$ cat src/rtl/hazard_forward_ctrl.sv
// Hazard controller for the 5-stage core: shadow EX/MEM/WB scoreboard, operand
// forwarding selects, load-use stall, branch flush, memory-wait freeze and event counters.
module hazard_forward_ctrl #(
  parameter int CNT_W = 16
) (
  input  logic             Clk,
  input  logic             Clr,
  input  logic [3:0]       ID_Rn,
  input  logic [3:0]       ID_Rm,
  input  logic [3:0]       ID_Rd,
  input  logic             ID_use_Rn,
  input  logic             ID_use_Rm,
  input  logic             ID_use_Rd,
  input  logic             ID_RF_enable,
  input  logic             ID_load_instr,
  input  logic             branch_taken,
  input  logic             mem_wait,
  output logic             PC_LE,
  output logic             IFID_LE,
  output logic             IFID_flush,
  output logic             mux_e,
  output logic             pipe_hold,
  output logic [1:0]       fwd_A,
  output logic [1:0]       fwd_B,
  output logic [1:0]       fwd_D,
  output logic [CNT_W-1:0] stall_cnt,
  output logic [CNT_W-1:0] flush_cnt
);

  // state  | meaning
  // RUN    | pipe advances; hazards evaluated normally
  // FREEZE | data memory busy last cycle; whole pipe holds
  typedef enum logic {RUN, FREEZE} mode_t;

  typedef struct packed {
    logic       v;
    logic [3:0] rd;
    logic       rf;
    logic       ld;
  } sb_t;

  mode_t mode_q, mode_d;
  sb_t   ex_q, mem_q, wb_q;
  logic  frozen, lu, stall_inc, flush_inc;

  function automatic logic hit(input sb_t e, input logic [3:0] s);
    return e.v & e.rf & (e.rd == s) & (s != 4'hF);
  endfunction

  // EX results of a load are not available yet, so an EX load match falls through to older stages.
  function automatic logic [1:0] sel(input logic used, input logic [3:0] s,
                                     input sb_t ex, input sb_t mem, input sb_t wb);
    if (!used)                   return 2'b00;
    else if (hit(ex, s) && !ex.ld) return 2'b01;
    else if (hit(mem, s))        return 2'b10;
    else if (hit(wb, s))         return 2'b11;
    else                         return 2'b00;
  endfunction

  assign lu = ex_q.ld & ((ID_use_Rn & hit(ex_q, ID_Rn)) |
                         (ID_use_Rm & hit(ex_q, ID_Rm)) |
                         (ID_use_Rd & hit(ex_q, ID_Rd)));

  assign frozen = (mode_q == FREEZE) | mem_wait;
  assign mode_d = mem_wait ? FREEZE : RUN;

  always_comb begin
    PC_LE      = 1'b1;
    IFID_LE    = 1'b1;
    IFID_flush = 1'b0;
    mux_e      = 1'b0;
    pipe_hold  = 1'b0;
    stall_inc  = 1'b0;
    flush_inc  = 1'b0;
    fwd_A      = 2'b00;
    fwd_B      = 2'b00;
    fwd_D      = 2'b00;
    // Outputs are forced to their idle values while reset is held, whatever the inputs.
    if (Clr) begin
      fwd_A = sel(ID_use_Rn, ID_Rn, ex_q, mem_q, wb_q);
      fwd_B = sel(ID_use_Rm, ID_Rm, ex_q, mem_q, wb_q);
      fwd_D = sel(ID_use_Rd, ID_Rd, ex_q, mem_q, wb_q);
      if (frozen) begin
        PC_LE     = 1'b0;
        IFID_LE   = 1'b0;
        pipe_hold = 1'b1;
      end else if (lu) begin
        PC_LE     = 1'b0;
        IFID_LE   = 1'b0;
        mux_e     = 1'b1;
        stall_inc = 1'b1;
      end else if (branch_taken) begin
        IFID_flush = 1'b1;
        flush_inc  = 1'b1;
      end
    end
  end

  always_ff @(posedge Clk or negedge Clr) begin
    if (!Clr) begin
      mode_q    <= RUN;
      ex_q      <= '0;
      mem_q     <= '0;
      wb_q      <= '0;
      stall_cnt <= '0;
      flush_cnt <= '0;
    end else begin
      mode_q <= mode_d;
      if (!frozen) begin
        ex_q  <= mux_e ? '0 : {1'b1, ID_Rd, ID_RF_enable, ID_load_instr};
        mem_q <= ex_q;
        wb_q  <= mem_q;
        if (stall_inc && (stall_cnt != '1)) stall_cnt <= stall_cnt + CNT_W'(1);
        if (flush_inc && (flush_cnt != '1)) flush_cnt <= flush_cnt + CNT_W'(1);
      end
    end
  end

endmodule
$ cat config.mk
export PLATFORM = sky130hd
export DESIGN_NAME = hazard_forward_ctrl
export DESIGN_NICKNAME = d
export VERILOG_FILES = /design/src/rtl/hazard_forward_ctrl.sv
export SDC_FILE = /design/constraint.sdc
export NUM_CORES = 1
export LEC_CHECK = 0
export CORE_ASPECT_RATIO = 0.6
export CORE_MARGIN = 2
export CORE_UTILIZATION = 56
export DETAILED_ROUTE_END_ITERATION = 8
export GPL_ROUTABILITY_DRIVEN = 0
export PLACE_DENSITY = 0.86
export SLEW_MARGIN = 15
export SYNTH_ARGS = -nofsm -noshare
export SYNTH_HDL_FRONTEND = slang
export SYNTH_SLANG_ARGS = --single-unit
$ cat constraint.sdc
create_clock -name Clk -period 2.8 [get_ports Clk]
set_input_delay 0.42 -clock Clk [delete_from_list [all_inputs] [get_ports Clk]]
set_output_delay 0.42 -clock Clk [all_outputs]
set_load 0.02 [all_outputs]
After elaboration in Yosys (flattened, before gate mapping)
Index checks and enable logic that the tools add are counted.
Widths: inputs -> output; s select.
Cells by class
  add/sub/neg operators: 2
  multiply operators: 0
  divide/modulo/power cells: 0
  magnitude comparators: 0
  equality and inequality tests: 14
  shift operators: 0
  mux-type cells: 29
  bitwise gates (word level): 29
  reduce and logical (&&, ||, !) cells: 8
Operators with widths (number)
  $eq 4x4->1: 9
  $add 16x1->16 const B: 2
  $ne 16x16->1 const B: 2
  $mux 2: 15
  $and 1x1->1: 25
  $mux 1: 13
  $ne 4x4->1 const B: 3
  $mux 7: 1
  $logic_and 1x1->1: 5
  $reduce_and 2->1: 2
  $or 1x1->1: 3
  $logic_not 1->1: 1
  $not 1->1: 1
Storage, ports and cells
  bits in registers: 52
  bits in latches: 0
  RAM bits: 0
  ROM bits: 0
  input bits: 21
  memories kept: 0

Logic depth before layout (Yosys ltp)
Gate-level depths: netlist of run 1.
  word-level depth: 12
  gate-level depth with buffers: 9
  gate-level depth less buffers: 7

Worst setup path after synthesis of run 1
OpenSTA, ideal clock, no wires.
  kind: input-to-output
  start: input ID_Rd[3]
  end: output PC_LE
  data arrival time: 1.879 ns
  required time: 2.380 ns
  path slack: 0.501 ns
  stages on the path: 9
  cell sequence: buf_2 -> xnor2_1 -> nand3_1 -> nor4b_4 -> o31ai_4 -> buf_2 -> nand2_1 -> nand2_1 -> buf_4
On the way
  cells in the longest elaborated chain, start to end: 9
  elaborated cells between the ends (all ways): 10
  classes of those cells: eq/ne: 2; mux: 3; bitwise: 5
Ends and longest elaborated chain
  from (decl): RTL line 10  | input logic [3:0] ID_Rd,
  $eq 4x4->1: RTL line 47  | return e.v & e.rf & (e.rd == s) & (s != 4'hF);
  $and 1x1->1: RTL line 47
  $and 1x1->1 (*): RTL line 47
  $and 1x1->1 (*): RTL line 62  | (ID_use_Rd & hit(ex_q, ID_Rd)));
  $or 1x1->1 (*): RTL line 61  | (ID_use_Rm & hit(ex_q, ID_Rm)) |
  $and 1x1->1 (*): RTL line 60  | assign lu = ex_q.ld & ((ID_use_Rn & hit(ex_q, ID_Rn)) |
  $mux 1 (*) (3 in a row)
  to (decl): RTL line 18  | output logic PC_LE,
Every way passes the cells marked *; elsewhere a longest branch is shown, timed or not.

Worst setup path in the final report of run 1
  start: input ID_Rm[1]
  end: output IFID_flush
On the way
  cells in the longest elaborated chain, start to end: 10
  elaborated cells between the ends (all ways): 11
  classes of those cells: eq/ne: 2; mux: 3; bitwise: 6
Ends and longest elaborated chain
  from (decl): RTL line 9  | input logic [3:0] ID_Rm,
  $eq 4x4->1: RTL line 47
  $and 1x1->1: RTL line 47
  $and 1x1->1 (*): RTL line 47
  $and 1x1->1 (*): RTL line 61
  $or 1x1->1 (*): RTL line 60
  $or 1x1->1 (*): RTL line 61
  $and 1x1->1 (*): RTL line 60
  $mux 1 (*): RTL line 87  | end else if (lu) begin
  $mux 1 (*): RTL line 83  | if (frozen) begin
  $mux 1 (*): RTL line 79  | if (Clr) begin
  to (decl): RTL line 20  | output logic IFID_flush,
Marks and branches as above.

==> results of run 1 <==
registers in the layout, summed over array words and instances (netlist names):
name	cells
mem_q	6
stall_cnt	16
flush_cnt	16
mode_q	1
ex_q	7
wb_q	6
routing by layer:
metal | track usage, % | vias up
li1 | - | 1335
met1 | 40.6 | 1332
met2 | 37.3 | 146
met3 | 6.98 | 10
met4 | 5.24 | 0
met5 | 0 | -
worst paths after layout:
check,start,to,slack [ns],cells after the start
worst max-delay path,ID_Rm[1],IFID_flush,0.07,7
worst min-delay path,ID_Rd[0],ex_q[2],0.43,3
worst max register to register,ex_q[5],stall_cnt[14],0.29,7
worst min register to register,wb_q[6],wb_q[6],0.48,2
max in group asynchronous,Clr,wb_q[6],1.73,3
min in group asynchronous,Clr,stall_cnt[14],0.52,2
power by group through the flow:
stage	clock, mW	sequential, mW	combinational, mW
after floorplan	0	0.912	0.254
after global placement	0	0.931	0.402
after detailed placement	0	0.932	0.420
after CTS	0.518	0.918	0.422
after global routing	0.549	0.932	0.463
final	0.510	0.925	0.423
what timing repair did:
action,in CTS,in global routing
hold endpoints to repair,3,0
setup endpoints to repair,10,8
gates resized for setup,15,18
pin swaps,0,2
hold buffers,1,0
metrics by stage:
| step | util, % | worst slack, ns |
|---|---|---|
| 2_1_floorplan | - | 0.501 |
| 3_3_place_gp | 71.5 | -0.224 |
| 3_5_place_dp | 71.5 | -0.395 |
| 4_1_cts | 73.6 | 0.00613 |
| 5_1_grt | 73.8 | 0.00381 |
| 6_report | 73.8 | 0.0714 |
kinds of logic (layout without fill, tap and decap cells):
kind of cell,count (synthesis),count (layout)
AND/OR/NAND/NOR,183,183
AO/OA/AOI/OAI,23,23
buffers and inverters,34,106
flip-flops,52,52
multiplexers,4,4
adder cells (fa/ha/maj),2,2
XOR/XNOR,57,57
cell usage in the layout, fill, tap and decap left out, types with 2 or more instances in the layout:
cell,netlist,final
and3_1,6,6
xor2_1,26,26
dlymetal6s2s_1,0,6
or4_1,2,2
nand4_1,15,15
nand3_1,26,26
nand2b_1,2,2
o21ai_1,8,8
o21ai_0,2,2
nor4_1,7,6
clkbuf_8,0,5
clkbuf_2,0,3
buf_4,2,26
nand2_1,74,74
dfrtp_1,52,52
and2_1,4,4
xnor2_1,31,31
nor4_2,3,4
ha_1,2,2
nor2_1,20,20
a21oi_1,5,4
nor3_1,10,10
inv_1,7,7
dlygate4sd2_1,0,6
nor4_4,3,3
clkdlybuf4s50_1,0,45
nor2_2,2,2
nor4b_4,2,2
buf_2,15,2
mux2_1,4,4
critical path: stages:
cell and delay (ns):
clkdlybuf4s50_1 0.59, nand3_1 0.17, a21oi_2 0.19, nor3_1 0.11, o31ai_4 0.33, and2_1 0.17, dlygate4sd2_1 0.33
cell type report:
| class | instances | area, sq um | area share (%) |
|---|---|---|---|
| multi-input combinational | 269 | 1720 | 42.2 |
| sequential | 52 | 1300 | 32.0 |
| timing repair buffer | 91 | 830 | 20.4 |
| tap | 69 | 86.3 | 2.12 |
| clock buffer | 6 | 72.6 | 1.78 |
| clock inverter | 2 | 35.0 | 0.861 |
| inverter | 7 | 26.3 | 0.646 |
==> summary.txt, run 1 <==
Status = finished clean
Global route overflow = 0
I/O Pins = 64
Detail Placement HPWL = 6050 um
Switching Fraction = 31.1%
Int Power = 1.28 mW
Slew Viols, Final = 0
Layout area overhead = 28.6%
Synth Warn # = 0
Layout cells sized above 1 = 13.3%
Post-synthesis mux area share = 1.42%
ANT nets after route = 0
Setup Buffers After CTS = 0
Flop pwr share = 49.8%
Setup violations, final = 0
Yosys top cell area share = 41.1%
Port bufs = 63
Area after DPL = 0.00395 sq mm
Commonest cells post-synth = 74 x nand2_1, 52 x dfrtp_1, 31 x xnor2_1
DRC = 0
Async SR Flop Fraction = 100%
CP max FO = 5
Max-cap violations = 0
Fin area = 0.00407 sq mm
Die height = 62.2 um
Clock latency on the worst-skew pair = 0.31 ns
Setup crit end kind = output port
Hold Slack = 0.430 ns
Initial DRC count = 232
Clk sinks = 52
Nets = 449
# H-tree levels = 2
Most frequent cell after synthesis = nand2_1
VDD IR max = 0.319 mV
DRT met1 WL = 3790 um
Initial antenna violation count = 0
Seq/Total Area, Yosys = 41.1%
DR vias/cell = 5.69
FILL cells = 408
Detailed Routing Iterations Pass 1 = 5
Leakage = 1.88 nW
Via count = 2823
Inserted Diodes = 0
Metal3 WL = 791 um
Primary FF master, synth = dfrtp_1
Mapped Cells = 355
Post-synthesis adder-cell area fraction = 0.791%
Path type of the worst setup path = input pin to output port
Number of cells after detailed placement = 487
Post-synthesis area per instance = 8.92 sq um
Post-synthesis simple-gate area fraction = 31.0%
Fmax = 366 MHz
Row Count = 21
Worst-Margin Slew = 0.503 ns
Clock root cell = clkbuf_8
WP data required = 2.38 ns
CTS Buf Count = 5
Skew final = 0.0137 ns
Post-synthesis compound-gate area fraction = 4.78%
Core Area = 0.00552 sq mm
First-pass GRT wire length = 13000 um
Syn_nets = 378
Post-Synth XOR/XNOR Area = 15.8%
Hold Vio Cnt, Final = 0
Fin crit period = 2.73 ns
WP data arrival = 2.31 ns
Largest area contributor in the netlist = dfrtp_1
CTS tree = built
Initial Util = 57.4%
RSZ-0062 raised after global routing = no
DR WL met2 = 3310 um
Comb pwr share = 22.8%
Avg WL per Cell = 16.0 um
Synth Cell Area = 0.00317 sq mm
Flops & latches, synth = 52
Uppermost layer routed = met4
Post-synth EDFFs = 0
Largest net degree at the start of global routing = 20
CTS clk-pin slew, worst paths = 0.10 ns
Die W = 101 um
Power per Cell Area = 457 mW/mm^2
Tot Pwr = 1.86 mW
Hold/Removal Path Class = input pin to flop
Fin cells = 496
Die ar. = 0.00629 sq mm
Worst relative slew slack = 66.5%
Distinct cell type count after synthesis = 42
Worst setup SP type = input pin
CTS max path bufs = 2
Net Sw Power = 0.578 mW
Total global-route track usage = 26.3%
Setup tns final = 0 ns
Area contributors post-synth = dfrtp_1 41%, nand2_1 8.8%, xnor2_1 8.6%, xor2_1 7.2%, nand3_1 4.1%
Number of global-route vias before repair = 2656
Main combinational cell family by area after synthesis = simple AND/OR/NAND/NOR gates
Overall routed net length = 7930 um
Clock share of power = 27.5%
Period utilization = 97.5%
(Power assumes the default switching activity.)
==> run 2: changes to the inputs <==
--- a/config.mk
+++ b/config.mk
@@ -6,7 +6,6 @@
 export NUM_CORES = 1
 export LEC_CHECK = 0
 export CORE_ASPECT_RATIO = 0.6
-export CORE_MARGIN = 2
 export CORE_UTILIZATION = 56
 export DETAILED_ROUTE_END_ITERATION = 8
 export GPL_ROUTABILITY_DRIVEN = 0
==> run 2 against run 1 <==
Final cell count fell by 0.20%. Clock skew fell by 0.0050 ns. Total power rose by 3.4%. Via count rose by 3.3%. Largest power group unchanged. Global-route usage rose by 3.3 points. Core utilization rose by 3.8 points. Wire length rose by 5.6%. Clock-buffer cell count rose by 1. Combinational power rose by 2%. Sequential share of layout area fell by 0.059 points.
==> summary.txt, run 2 (synthesis gave the netlist of run 1 again) <==
Status = finished clean
Detail Placement HPWL = 6200 um (+2.4%)
ANT nets after route = 0 (unchanged)
Die W = 99.1 um (-2.0%)
Crit-path leading delay family = buffers and inverters
Commonest non-fill, non-tap cell in the layout = nand2_1
Clock root cell = clkbuf_8
Die ar. = 0.00597 sq mm (-5.1%)
CTS max path bufs = 2 (unchanged)
# H-tree levels = 2 (unchanged)
First-pass GRT wire length = 13300 um (+2.3%)
Setup crit end kind = output port
Initial antenna violation count = 0 (unchanged)
FILL cells = 366 (-10%)
Switching Fraction = 30.5% (-0.57 points)
Most frequent cells in the layout = 74 x nand2_1, 52 x dfrtp_1, 47 x clkdlybuf4s50_1
I/O Pins = 64 (unchanged)
Worst setup SP type = input pin
Avg WL per Cell = 16.9 um (+5.8%)
Slew Viols, Final = 0 (unchanged)
Comb pwr share = 22.5% (-0.3 points)
Max-cap violations = 0 (unchanged)
Detailed Routing Iterations Pass 1 = 5 (unchanged)
Global route overflow = 0 (unchanged)
CTS tree = built
Setup tns final = 0 ns (unchanged)
Inserted Diodes = 0 (unchanged)
Flop pwr share = 48.3% (-1.5 points)
Power per Cell Area = 471 mW/mm^2 (+3.2%)
Overall routed net length = 8370 um (+5.6%)
Fmax = 371 MHz (+1.3%)
Worst-Margin Slew = 0.514 ns (+0.0113 ns)
Crit path cell chain = clkdlybuf4s50_1 > buf_4 > xor2_1 > nor3_2 > nor4b_4 > o31ai_4 > and2_1 > clkbuf_2
Fin area = 0.00408 sq mm (+0.18%)
Setup violations, final = 0 (unchanged)
CP peak stage delay = 0.57 ns (-0.02 ns)
Largest net degree at the start of global routing = 25 (+25%)
Via count = 2916 (+3.3%)
Register area = 0.00130 sq mm (unchanged)
Total global-route track usage = 29.6% (+3.3 points)
DR vias/cell = 5.89 (+3.5%)
Nets = 451 (+0.45%)
Critical path's slowest cell = clkdlybuf4s50_1
Port bufs = 63 (unchanged)
Number of global-route vias before repair = 2704 (+1.8%)
Initial Util = 60.2% (+2.9 points)
Int Power = 1.33 mW (+4.2%)
Clk sinks = 52 (unchanged)
CP max FO = 4 (-1)
Fin crit period = 2.69 ns (-0.0358 ns)
Tot Pwr = 1.92 mW (+3.4%)
Initial DRC count = 259 (+12%)
CTS Buf Count = 5 (unchanged)
Clock latency on the worst-skew pair = 0.30 ns (about the same)
WP data arrival = 2.27 ns (-0.04 ns)
CTS clk-pin slew, worst paths = 0.09 ns (about the same)
Die height = 60.2 um (-3.2%)
Setup Buffers After CTS = 0 (unchanged)
Hold/Removal Path Class = flop to flop
Layout cells sized above 1 = 14.7% (+1.3 points)
WP data required = 2.38 ns (about the same)
Core Area = 0.00526 sq mm (-4.8%)
Hold Vio Cnt, Final = 0 (unchanged)
VDD IR max = 0.303 mV (-4.8%)
RSZ-0062 raised after global routing = no
Net Sw Power = 0.586 mW (+1.5%)
CP bufs+invs = 3 (+1)
Leakage = 1.87 nW (-0.54%)
Area after DPL = 0.00396 sq mm (+0.29%)
Skew final = 0.00872 ns (-0.00501 ns)
Row Count = 20 (-4.8%)
Clock share of power = 29.2% (+1.7 points)
Layout area overhead = 28.8%
Period utilization = 96.2% (-1.3 points)
Path type of the worst setup path = input pin to output port
Top Registers = flush_cnt: 16 flops, stall_cnt: 16 flops, ex_q: 7 flops
Worst relative slew slack = 65.4% (-1.1 points)
DRC = 0 (unchanged)
Multi-input gate area = 0.00172 sq mm (+0.15%)
-- run 2: cell types whose count changed in the layout (fill, tap and decap cells not counted), moves of 2 or more --
cell and delta:
buf_4 +3, clkdlybuf4s50_1 +2, clkbuf_2 +4, dlymetal6s2s_1 -3, clkbuf_8 +2
-- run 2: area by class of cell --
type	instances	share of cell area (%)
tap	66	2.03
clock buffer	7	2.36
sequential	52	31.9
inverter	7	0.644
timing repair buffer	93	20.1
multi-input combinational	269	42.2
clock inverter	1	0.736
-- run 2: metal layers --
| metal | vias up | global-route usage [%] | routed length (um) |
|---|---|---|---|
| li1 | 1340 | - | - |
| met1 | 1381 | 41.7 | 3780 |
| met2 | 167 | 46.4 | 3660 |
| met3 | 28 | 6.32 | 734 |
| met4 | 0 | 9.45 | 192 |
| met5 | - | 0 | 0 |
-- run 2: final timing paths --
path                               start            end  slack [ns]  depth (start not counted)
max in group asynchronous            Clr  stall_cnt[14]        1.64                          3
min in group asynchronous            Clr   flush_cnt[8]        0.53                          2
worst max-delay path            ID_Rn[2]     IFID_flush        0.11                          8
worst min register to register   wb_q[1]        wb_q[1]        0.51                          2
worst max register to register   ex_q[5]  stall_cnt[14]        0.34                          7
worst min-delay path             wb_q[1]        wb_q[1]        0.51                          2
-- run 2: power groups by stage --
stage               logic [mW]  clock network [mW]  registers [mW]
floorplan                0.254                   0           0.912
global route             0.470               0.600           0.935
finish                   0.432               0.561           0.929
detailed placement       0.425                   0           0.937
global placement         0.408                   0           0.934
CTS                      0.428               0.568           0.923
-- run 2: timing repair --
action / CTS / global route
setup endpoints to repair: 10 / 9
cloned: 0 / 0
hold endpoints to repair: 4 / 0
resized for setup: 16 / 19
hold buffers: 1 / 0
pin swaps: 1 / 1
-- run 2: worst reg2reg max path, cell delays in order, from the launching register on --
cell	delay (ns)
dfrtp_1	0.51
xor2_1	0.23
nor3_2	0.23
nor4b_4	0.31
o31ai_4	0.15
buf_4	0.24
nor4_1	0.32
mux2_1	0.35
-- run 2: stage by stage --
step,hold slack (ns),setup slack [ns],util [%],std cells
global placement,0.322,-0.238,75.3,486
finish,0.507,0.107,77.6,495
floorplan,0.124,0.501,-,355
CTS,0.489,0.0184,77.8,495
detailed placement,0.322,-0.283,75.3,486
global route,0.518,0.00402,77.6,495
